==> src/rtl/dac_update_scheduler_pkg.sv <==
// Shared definitions for the DAC update scheduler: register map, command word
// layout and FSM state encoding.
package dac_pkg;

  localparam int MAX_CH = 8;
  localparam int CH_W   = 3;

  localparam logic [7:0]  REG_CTRL   = 8'd8;
  localparam logic [7:0]  REG_ID     = 8'd9;
  localparam logic [7:0]  REG_STATUS = 8'd10;
  localparam logic [15:0] ID_VALUE   = 16'h5EDA;

  localparam int CH_MSB  = 14;
  localparam int CH_LSB  = 12;
  localparam int VAL_MSB = 11;

  typedef enum logic [1:0] {
    ST_IDLE  = 2'd0,
    ST_ISSUE = 2'd1,
    ST_GAP   = 2'd2
  } state_t;

  // Command word to the shifter: {1'b0, channel, 12-bit value}
  function automatic logic [15:0] make_word(input logic [CH_W-1:0] ch,
                                            input logic [VAL_MSB:0] val);
    logic [15:0] w;
    w = '0;
    w[CH_MSB:CH_LSB] = ch;
    w[VAL_MSB:0]     = val;
    return w;
  endfunction

endpackage

==> src/rtl/dac_update_scheduler_if.sv <==
// EBI register bus plus the valid/ready link to the DAC shifter.
interface dac_update_scheduler_if;
  import dac_pkg::*;

  logic        enable;
  logic        re;
  logic        wr;
  logic [18:0] addr;
  logic [15:0] data;
  logic [15:0] out_data;
  logic [15:0] dac_word;
  logic        dac_valid;
  logic        dac_ready;
  logic        ldac_strobe;
  logic        busy;

  modport slave (
    input  enable, re, wr, addr, data, dac_ready,
    output out_data, dac_word, dac_valid, ldac_strobe, busy
  );

  modport master (
    output enable, re, wr, addr, data, dac_ready,
    input  out_data, dac_word, dac_valid, ldac_strobe, busy
  );

endinterface

==> src/rtl/dac_update_scheduler_rr_pick.sv <==
// Round-robin first-set finder: returns the first set bit of mask searching
// upward from start+1 and wrapping, so the channel at start is checked last.
module rr_pick
  import dac_pkg::*;
#(
  parameter int NUM_CH = 8
) (
  input  logic [NUM_CH-1:0] mask,
  input  logic [CH_W-1:0]   start,
  output logic              found,
  output logic [CH_W-1:0]   idx
);

  logic [MAX_CH-1:0] ext;
  logic [CH_W-1:0]   cand;

  always_comb begin
    ext   = '0;
    found = 1'b0;
    idx   = '0;
    cand  = '0;
    ext[NUM_CH-1:0] = mask;
    for (int i = 1; i <= NUM_CH; i++) begin
      cand = CH_W'((int'(start) + i) % NUM_CH);
      if (!found && ext[cand]) begin
        found = 1'b1;
        idx   = cand;
      end
    end
  end

endmodule

==> src/rtl/dac_update_scheduler.sv <==
// Holds per-channel DAC values written over EBI and feeds dirty channels,
// round-robin, to the serial shifter; strobes LDAC when a batch drains.
module dac_update_scheduler
  import dac_pkg::*;
#(
  parameter int POSITION   = 0,
  parameter int NUM_CH     = 8,
  parameter int GAP_CYCLES = 2
) (
  input logic                    ebi_clk,
  input logic                    nReset,
  dac_update_scheduler_if.slave  bus
);

  localparam logic [10:0] POS_SEL  = 11'(POSITION);
  localparam logic [7:0]  NUM_CH_B = 8'(NUM_CH);
  localparam logic [3:0]  GAP_LOAD = (GAP_CYCLES > 0) ? 4'(GAP_CYCLES - 1) : 4'd0;

  state_t            state_q, state_d;
  logic [11:0]       value_q [MAX_CH];
  logic [MAX_CH-1:0] pending_q, pending_d;
  logic [CH_W-1:0]   rr_q, issue_ch_q, wr_ch, pick_idx;
  logic              sent_q, hold_q, ldac_q;
  logic [3:0]        gap_q;
  logic [15:0]       dac_word_q, out_data_q, rd_data;
  logic              cs, wr_hit, ctrl_wr, pick_found;
  logic              take, done, strobe_d;
  logic              unused_data_bits;

  assign cs       = bus.enable & (bus.addr[18:8] == POS_SEL);
  assign wr_hit   = cs & bus.wr & (bus.addr[7:0] < NUM_CH_B);
  assign ctrl_wr  = cs & bus.wr & (bus.addr[7:0] == REG_CTRL);
  assign wr_ch    = bus.addr[CH_W-1:0];
  assign unused_data_bits = ^bus.data[15:12];

  rr_pick #(.NUM_CH(NUM_CH)) u_pick (
    .mask  (pending_q[NUM_CH-1:0]),
    .start (rr_q),
    .found (pick_found),
    .idx   (pick_idx)
  );

  always_ff @(posedge ebi_clk or negedge nReset) begin
    if (!nReset) state_q <= ST_IDLE;
    else         state_q <= state_d;
  end

  // A held scheduler still lets an in-flight word finish; hold only gates new issues
  always_comb begin
    state_d  = state_q;
    take     = 1'b0;
    done     = 1'b0;
    strobe_d = 1'b0;
    case (state_q)
      ST_IDLE: begin
        if (!hold_q && pick_found) begin
          take    = 1'b1;
          state_d = ST_ISSUE;
        end else if (pending_q == '0 && sent_q) begin
          strobe_d = 1'b1;
        end
      end
      ST_ISSUE: begin
        if (bus.dac_ready) begin
          done    = 1'b1;
          state_d = (GAP_CYCLES == 0) ? ST_IDLE : ST_GAP;
        end
      end
      ST_GAP: begin
        if (gap_q == 4'd0) state_d = ST_IDLE;
      end
      default: state_d = ST_IDLE;
    endcase
  end

  // A write landing on the channel being issued re-arms it, so it wins here
  always_comb begin
    pending_d = pending_q;
    if (take)   pending_d[pick_idx] = 1'b0;
    if (wr_hit) pending_d[wr_ch]    = 1'b1;
  end

  always_comb begin
    rd_data = '0;
    if (cs && bus.re) begin
      if (bus.addr[7:0] < NUM_CH_B) begin
        rd_data = {4'b0, value_q[bus.addr[CH_W-1:0]]};
      end else begin
        case (bus.addr[7:0])
          REG_CTRL:   rd_data = {15'b0, hold_q};
          REG_ID:     rd_data = ID_VALUE;
          REG_STATUS: rd_data = {8'b0, pending_q};
          default:    rd_data = '0;
        endcase
      end
    end
  end

  always_ff @(posedge ebi_clk or negedge nReset) begin
    if (!nReset) begin
      for (int i = 0; i < MAX_CH; i++) value_q[i] <= '0;
      pending_q  <= '0;
      hold_q     <= 1'b0;
      rr_q       <= '0;
      issue_ch_q <= '0;
      sent_q     <= 1'b0;
      gap_q      <= '0;
      dac_word_q <= '0;
      ldac_q     <= 1'b0;
      out_data_q <= '0;
    end else begin
      if (wr_hit)  value_q[wr_ch] <= bus.data[11:0];
      if (ctrl_wr) hold_q <= bus.data[0];
      pending_q  <= pending_d;
      ldac_q     <= strobe_d;
      out_data_q <= rd_data;
      if (take) begin
        dac_word_q <= make_word(pick_idx, value_q[pick_idx]);
        issue_ch_q <= pick_idx;
      end
      if (done) begin
        rr_q   <= issue_ch_q;
        sent_q <= 1'b1;
        gap_q  <= GAP_LOAD;
      end else begin
        if (strobe_d) sent_q <= 1'b0;
        if (state_q == ST_GAP && gap_q != 4'd0) gap_q <= gap_q - 4'd1;
      end
    end
  end

  assign bus.dac_valid   = (state_q == ST_ISSUE);
  assign bus.dac_word    = dac_word_q;
  assign bus.ldac_strobe = ldac_q;
  assign bus.out_data    = out_data_q;
  assign bus.busy        = (pending_q != '0) | (state_q != ST_IDLE);

endmodule

==> src/flat_wrapper.sv <==
// flat-port wrapper written by rule: the top's interface ports become plain ports
module dac_update_scheduler_flat import dac_pkg::*;
#(
  parameter int POSITION   = 0,
  parameter int NUM_CH     = 8,
  parameter int GAP_CYCLES = 2
)
  (ebi_clk, nReset, bus_enable, bus_re, bus_wr, bus_addr, bus_data, bus_dac_ready, bus_out_data, bus_dac_word, bus_dac_valid, bus_ldac_strobe, bus_busy);
  dac_update_scheduler_if bus_i ();
  input logic ebi_clk;
  input logic nReset;
  input wire logic [$bits(bus_i.enable)-1:0] bus_enable;
  input wire logic [$bits(bus_i.re)-1:0] bus_re;
  input wire logic [$bits(bus_i.wr)-1:0] bus_wr;
  input wire logic [$bits(bus_i.addr)-1:0] bus_addr;
  input wire logic [$bits(bus_i.data)-1:0] bus_data;
  input wire logic [$bits(bus_i.dac_ready)-1:0] bus_dac_ready;
  output wire logic [$bits(bus_i.out_data)-1:0] bus_out_data;
  output wire logic [$bits(bus_i.dac_word)-1:0] bus_dac_word;
  output wire logic [$bits(bus_i.dac_valid)-1:0] bus_dac_valid;
  output wire logic [$bits(bus_i.ldac_strobe)-1:0] bus_ldac_strobe;
  output wire logic [$bits(bus_i.busy)-1:0] bus_busy;
  assign bus_i.enable = bus_enable;
  assign bus_i.re = bus_re;
  assign bus_i.wr = bus_wr;
  assign bus_i.addr = bus_addr;
  assign bus_i.data = bus_data;
  assign bus_i.dac_ready = bus_dac_ready;
  assign bus_out_data = bus_i.out_data;
  assign bus_dac_word = bus_i.dac_word;
  assign bus_dac_valid = bus_i.dac_valid;
  assign bus_ldac_strobe = bus_i.ldac_strobe;
  assign bus_busy = bus_i.busy;
  dac_update_scheduler #(.POSITION(POSITION), .NUM_CH(NUM_CH), .GAP_CYCLES(GAP_CYCLES)) u_core (.ebi_clk(ebi_clk), .nReset(nReset), .bus(bus_i));
endmodule
==> config.mk <==
export PLATFORM = sky130hd
export DESIGN_NAME = dac_update_scheduler_flat
export DESIGN_NICKNAME = d
export VERILOG_FILES = /design/src/rtl/dac_update_scheduler_pkg.sv /design/src/rtl/dac_update_scheduler_if.sv /design/src/rtl/dac_update_scheduler_rr_pick.sv /design/src/rtl/dac_update_scheduler.sv /design/src/flat_wrapper.sv
export SDC_FILE = /design/constraint.sdc
export NUM_CORES = 1
export LEC_CHECK = 0
export CAP_MARGIN = 15
export CORE_MARGIN = 5
export CORE_UTILIZATION = 40
export CTS_CLUSTER_SIZE = 24
export DETAILED_ROUTE_END_ITERATION = 7
export HOLD_SLACK_MARGIN = 0.08
export MAX_ROUTING_LAYER = met4
export SYNTH_ARGS = -nofsm -noshare
export SYNTH_HDL_FRONTEND = slang
export SYNTH_SLANG_ARGS = --single-unit
==> constraint.sdc <==
create_clock -name ebi_clk -period 3.7 [get_ports ebi_clk]
set_input_delay 0.74 -clock ebi_clk [delete_from_list [all_inputs] [get_ports ebi_clk]]
set_output_delay 0.74 -clock ebi_clk [all_outputs]
set_load 0.05 [all_outputs]
# After elaboration in Yosys (flattened, before gate mapping)
# Index checks and enable logic that the tools add are counted.
dict set report word_totals {
  wordCells 158
  reg_bits 150
  inputBits 41
  output_inout_bits 35
}
dict set report classes {
  muxes 65
  eq_ne 8
  bitwise_logic 10
  n_addsub 9
  magnitude_cmp 16
  reduce_logical 32
}
# op count
set op_table {}
lappend op_table {{$bwmux 96} 1}
lappend op_table {{$bmux 12 s3} 2}
lappend op_table {{$mux 12} 5}
lappend op_table {{$pmux 15 s3} 1}
lappend op_table {{$lt 3x4->1 const B} 10}
lappend op_table {{$demux 12 s3} 1}
lappend op_table {{$mux 16} 2}
lappend op_table {{$mux 1} 27}
lappend op_table {{$bmux 1 s3} 8}
lappend op_table {{$eq 8x4->1 const B} 3}
lappend op_table {{$mux 3} 8}
lappend op_table {{$mux 8} 2}
lappend op_table {{$logic_and 1x1->1} 14}
lappend op_table {{$add 3x3->3 const B} 4}
lappend op_table {{$logic_not 11->1} 1}
lappend op_table {{$and 8x8->8} 1}
lappend op_table {{$ge 4x4->1 const B} 2}
lappend op_table {{$logic_not 1->1} 8}
lappend op_table {{$logic_not 8->1} 1}
lappend op_table {{$lt 8x4->1 const B} 1}
lappend op_table {{$mux 4} 2}
lappend op_table {{$not 3->4} 2}
lappend op_table {{$not 8->8} 1}
lappend op_table {{$or 8x8->8} 1}
lappend op_table {{other kinds (20)} 32}

# Logic depth before layout (Yosys ltp)
dict set report logic_depth {
  ltp_word 34
  depth_mapped 17
  ltp_nobuf 11
}

# Cells and area by module
# Synthesis repeated with hierarchy kept, for this count alone.
dict set report unflattened {
  cells_unflattened 627
  area_unflattened_um2 8056.5
}
# module area_per_inst_um2 seq_area_each_um2 instances cells_per_inst
set by_module_without_submodules {}
lappend by_module_without_submodules {dac_update_scheduler 7270.7 3603.5 1 534}
lappend by_module_without_submodules {rr_pick 785.8 0.0 1 93}

# Worst setup path before layout
# No wires, ideal clock.
dict set report synth_path {
  path_type {register to register}
  from {reg u_core.rr_q[0]}
  to {reg u_core.dac_word_q[0], in the netlist u_core.bus.dac_word[0]}
  setup_time_ns 0.092
  synth_period_minus_slack_ns 3.473
  slack_ns 0.227
  stages_incl_launch_ff 18
  t_arrival_ns 3.381
  t_required_ns 3.608
  path_buffers 6
  path_cell_list {dfrtp_1 -> buf_2 -> inv_2 -> buf_2 -> ha_1 -> buf_4 -> buf_6 -> mux2i_1 -> mux2i_1 -> o211ai_1 -> nand4b_4 -> a221o_1 -> a32o_1 -> buf_6 -> and2_1 -> buf_6 -> a32o_1 -> o31ai_2}
}
dict set report synth_via {
  elab_chain_len 29
  elab_cells_between_ends 61
  classes_between {8 x add/sub; 37 x mux; 1 x bitwise; 15 x reduce/logical}
}
# item line_no
set synth_lines {}
lappend synth_lines {{from (decl)} dac_update_scheduler.sv:22} ;# logic [CH_W-1:0] rr_q, issue_ch_q, wr_ch, pick_idx;
lappend synth_lines {{from (signal assigned)} dac_update_scheduler.sv:122} ;# rr_q <= issue_ch_q;
lappend synth_lines {{$add 3x1->3} dac_update_scheduler_rr_pick.sv:24} ;# cand = CH_W'((int'(start) + i) % NUM_CH);
lappend synth_lines {{$bmux 1 s3} dac_update_scheduler_rr_pick.sv:25} ;# if (!found && ext[cand]) begin
lappend synth_lines {{$mux 1 (not written as such)} dac_update_scheduler_rr_pick.sv:25}
lappend synth_lines {{$mux 1} dac_update_scheduler_rr_pick.sv:25}
lappend synth_lines {{$logic_not 1->1} dac_update_scheduler_rr_pick.sv:25}
lappend synth_lines {{$logic_and 1x1->1} dac_update_scheduler_rr_pick.sv:25}
lappend synth_lines {{$mux 1} dac_update_scheduler_rr_pick.sv:25}
lappend synth_lines {{$logic_not 1->1} dac_update_scheduler_rr_pick.sv:25}
lappend synth_lines {{[12 not listed]} -}
lappend synth_lines {{$logic_and 1x1->1} dac_update_scheduler_rr_pick.sv:25}
lappend synth_lines {{$mux 1} dac_update_scheduler_rr_pick.sv:25}
lappend synth_lines {{$logic_not 1->1} dac_update_scheduler_rr_pick.sv:25}
lappend synth_lines {{$logic_and 1x1->1} dac_update_scheduler_rr_pick.sv:25}
lappend synth_lines {{$mux 3} dac_update_scheduler_rr_pick.sv:25}
lappend synth_lines {{$not 3->4 (not written as such)} dac_update_scheduler.sv:118} ;# dac_word_q <= make_word(pick_idx, value_q[pick_idx]);
lappend synth_lines {{$bmux 12 s3} dac_update_scheduler.sv:118}
lappend synth_lines {{$mux 12 (not written as such) (2 in a row)} dac_update_scheduler.sv:118}
lappend synth_lines {{to (signal assigned)} dac_update_scheduler.sv:118}
lappend synth_lines {{to (decl)} dac_update_scheduler.sv:25} ;# logic [15:0] dac_word_q, out_data_q, rd_data;
# Several ways; a longest one is shown, not always the timed one. The select of a mux whose other input is x is not followed.
# A chain may end at the register's enable or synchronous reset.

# Worst setup path in the final report
dict set report layout_path {
  from {reg u_core.rr_q[0]}
  to {reg u_core.dac_word_q[7], in the netlist u_core.bus.dac_word[7]}
}
# Same word-level chain as after synthesis.

==> out/qor.json <==
{
  "power": {
    "leakage_nw": 4.45,
    "clkPwrFrac_pct": 20.9,
    "power-per-cell-area_nw_per_um2": 842,
    "sw_frac_of_total_pct": 43.5,
    "p_sw_mw": 3.68,
    "power.share.combinational_pct": 56.9,
    "power_frac_seq_pct": 22.2,
    "power.ir.vdd_worst_uv": 771,
    "p_int_mw": 4.77
  },
  "synth": {
    "synth_area_per_cell_um2": 11.4,
    "count_of_distinct_cell_types_in_the_synthesized_netlist": 59,
    "yosys-top-cells-area": "dfrtp_1 (43%), mux2_2 (15%), mux2i_1 (7.4%)",
    "synthDominantCellAreaShare_pct": 43.4,
    "share_of_synthesized_area_occupied_by_flip_flops_and_latches_pct": 43.4,
    "number_of_enable_type_register_cells_in_the_synthesized_netlist": 0,
    "synth-warning-count": 0,
    "synth_flop_cell": "dfrtp_1",
    "async_flop_share_pct": 100,
    "synth.cell_area_um2": 8300,
    "synth_seq_cells": 144,
    "synth_top_cell_by_area": "dfrtp_1",
    "synthCells": 726
  },
  "floorplanning": {
    "floorplan.die.height_um": 154,
    "dieArea_um2": 23700,
    "initial_utilization_pct": 40.9,
    "row_count": 52,
    "boundaryPins": 76,
    "fp.dieW_um": 154,
    "core-area_um2": 20300
  },
  "drt": {
    "avg_wl_per_cell_um": 21.5,
    "detail_route.first_pass.iterations": 5,
    "ant_nets": 0,
    "initialDrtViolationCount": 528,
    "remaining_drc_errors": 0,
    "drt-total-wl_um": 23400,
    "via_count": 6349,
    "viasPerCell": 5.85
  },
  "timing": {
    "timing.clock.skew_ns": 0.00822,
    "hold-worst-slack_ns": 0.360,
    "final.min_clock_period_ns": 3.50,
    "final.period_utilization_pct": 94.6,
    "slew_violations": 0,
    "final-hold-violation-count": 0,
    "worst-slew-pin-transition_ns": 0.794,
    "fmaxAchievable_mhz": 286,
    "setup_ws_ns": 0.200,
    "max_slew_margin_pct": 47.1,
    "setup_viol": 0
  },
  "setup_path": {
    "ws_path_type": "reg2reg",
    "worst-endpoint-required_ns": 4.04,
    "worst_path_max_delay_cell": "o211ai_1",
    "setup.worst_path.start_class": "flip-flop",
    "path_cells": "buf_6 -> ha_2 -> xor2_2 -> mux2i_1 -> o211ai_1 -> nand4b_4 -> o311ai_2 -> and2_2 -> buf_12 -> nand2_1 -> a32o_1 -> o31ai_2",
    "critPathCaptureType": "flip-flop",
    "cpPeakStageDelay_ns": 0.41,
    "arrival_time_reported_for_the_critical_path_endpoint_ns": 3.84,
    "crit_path_max_fanout": 33
  },
  "finish": {
    "num-nets-final": 847,
    "mostFrequentLayoutCell": "dfrtp_1",
    "mostFrequentLayoutCells": "dfrtp_1 (144), mux2_2 (108), nand2_1 (95)",
    "post_route_cells_drive_above_1_share_pct": 29.3,
    "num-fill-cells": 1804,
    "synthToLayoutAreaGrowth_pct": 21.0,
    "antenna-diode-count": 0,
    "instances_no_fill": 1086
  },
  "global_route": {
    "grt_antenna_before_repair": 0,
    "grt.overflow.total": 0,
    "grt_first_pass_wirelength_um": 37300,
    "maximum_number_of_pins_on_one_net_before_global_route_repair": 86,
    "grt_util_all_layers_pct": 20.6,
    "via_count_of_the_first_global_routing_pass": 6550
  },
  "cts": {
    "clock_sinks": 144,
    "clock_tree_from_tritoncts": "done",
    "tritoncts.num_buffers": 17,
    "clk_pin_slew_ns": 0.06,
    "clock_latency_ns": 0.43,
    "post_cts_buffers": 0,
    "htree_levels": 4,
    "clk_root_buffer_cell": "clkbuf_16",
    "cts_buffer_depth": 2
  },
  "placed_design": {
    "gp_congestion": 0.881,
    "numPlacedInstances": 1054,
    "detailedPlacementHpwl_um": 16100,
    "port_buffers": 68,
    "detailedPlace.worstSlack_ns": 0.0367
  },
  "min_path": {
    "worstHoldPathType": "in2async"
  },
  "run": {
    "drv_cap": 0
  },
  "run_status": {
    "outcome": "complete, no violations"
  }
}
==> per-stage QoR <==
stage	util, %	cell area [µm²]	TNS (ns)	total power [mW]
after detailed placement	46.3	9400	0	6.57
after global placement	46.3	9400	0	6.51
after floorplan	-	8310	0	5.30
after global routing	49.5	10000	-0.00382	8.87
after CTS	49.3	10000	0	8.36
final	49.5	10000	0	8.46
==> per-layer routing <==
layer | global-route usage (%) | vias to the layer above | share of wire [%]
li1 | - | 2826 | -
met1 | 27.8 | 3283 | 45
met2 | 32.4 | 211 | 48
met3 | 3.49 | 29 | 5.8
met4 | 5.47 | 0 | 1.4
met5 | - | - | 0
==> critical path, delay by kind of cell (launching register included) <==
family                   cells  cell delay (ns)
AO/OA/AOI/OAI                4             1.29
XOR/XNOR                     1             0.27
adder cells (fa/ha/maj)      1             0.29
buffers and inverters        2             0.46
flip-flops                   1             0.37
multiplexers                 1             0.16
AND/OR/NAND/NOR              3             0.53
==> sequential cells by signal (all words and copies together) (netlist names) <==
name,count
u_core.bus.dac_word,13
u_core.sent_q,1
u_core.hold_q,1
u_core.state_q,2
u_core.issue_ch_q,2
u_core.pending_q,8
u_core.bus.ldac_strobe,1
u_core.value_q,96
u_core.rr_q,3
u_core.gap_q,4
u_core.bus.out_data,13
==> worst paths after layout <==
check	startpoint	to	slack, ns	depth (start not counted)
max in group asynchronous	nReset	u_core.gap_q[0]	2.55	2
hold / removal	nReset	u_core.value_q[68]	0.36	1
setup / recovery	u_core.rr_q[0]	u_core.bus.dac_word[7]	0.20	12
hold reg to reg	u_core.bus.dac_word[3]	u_core.bus.dac_word[3]	0.48	2
setup reg to reg	u_core.rr_q[0]	u_core.bus.dac_word[7]	0.20	12
min in group ebi_clk	u_core.bus.dac_word[3]	u_core.bus.dac_word[3]	0.48	2
==> cell families after synthesis <==
group / Yosys count / share of synthesized area, %
simple gates: 187 / 10.6
mux: 194 / 28.7
buf+inv: 71 / 4.67
flops: 144 / 43.4
compound gates: 119 / 11.3
other cells: 1 / 0.0452
fa+ha+maj: 3 / 0.452
xor+xnor: 7 / 0.829
==> cell type report <==
class	instances	area (µm²)	area share (%)
Inverter	13	48.8	0.486
Sequential cell	144	3600	35.9
Clock inverter	12	160	1.59
Multi-Input combinational cell	513	4370	43.5
Tap cell	270	338	3.36
Clock buffer	20	447	4.45
Timing Repair Buffer	114	1080	10.8
==> power groups by stage <==
| stage | combinational, mW | sequential, mW | clock, mW |
|---|---|---|---|
| floorplan | 3.24 | 2.06 | 0 |
| global placement | 4.62 | 1.90 | 0 |
| detailed placement | 4.67 | 1.90 | 0 |
| CTS | 4.69 | 1.87 | 1.79 |
| global route | 5.12 | 1.90 | 1.85 |
| finish | 4.81 | 1.88 | 1.77 |
==> cells in the mapped netlist (8+ instances only) <==
library cell,number
o31ai_2,8
nand3_1,9
nor3_1,11
a22o_1,8
dfrtp_1,144
a21oi_1,12
nand2_1,95
o21ai_0,18
buf_4,9
o22ai_1,9
nand2b_1,16
mux4_2,24
mux2_2,108
a32o_1,17
nor2_1,23
inv_1,12
buf_2,15
clkbuf_1,18
buf_1,8
mux2i_1,61
==> what timing repair did <==
| item | in CTS | in global routing |
|---|---|---|
| hold buffers | 0 | 0 |
| setup endpoints to repair | 0 | 17 |
| resized for setup | 0 | 10 |
(Power assumes the default switching activity.)
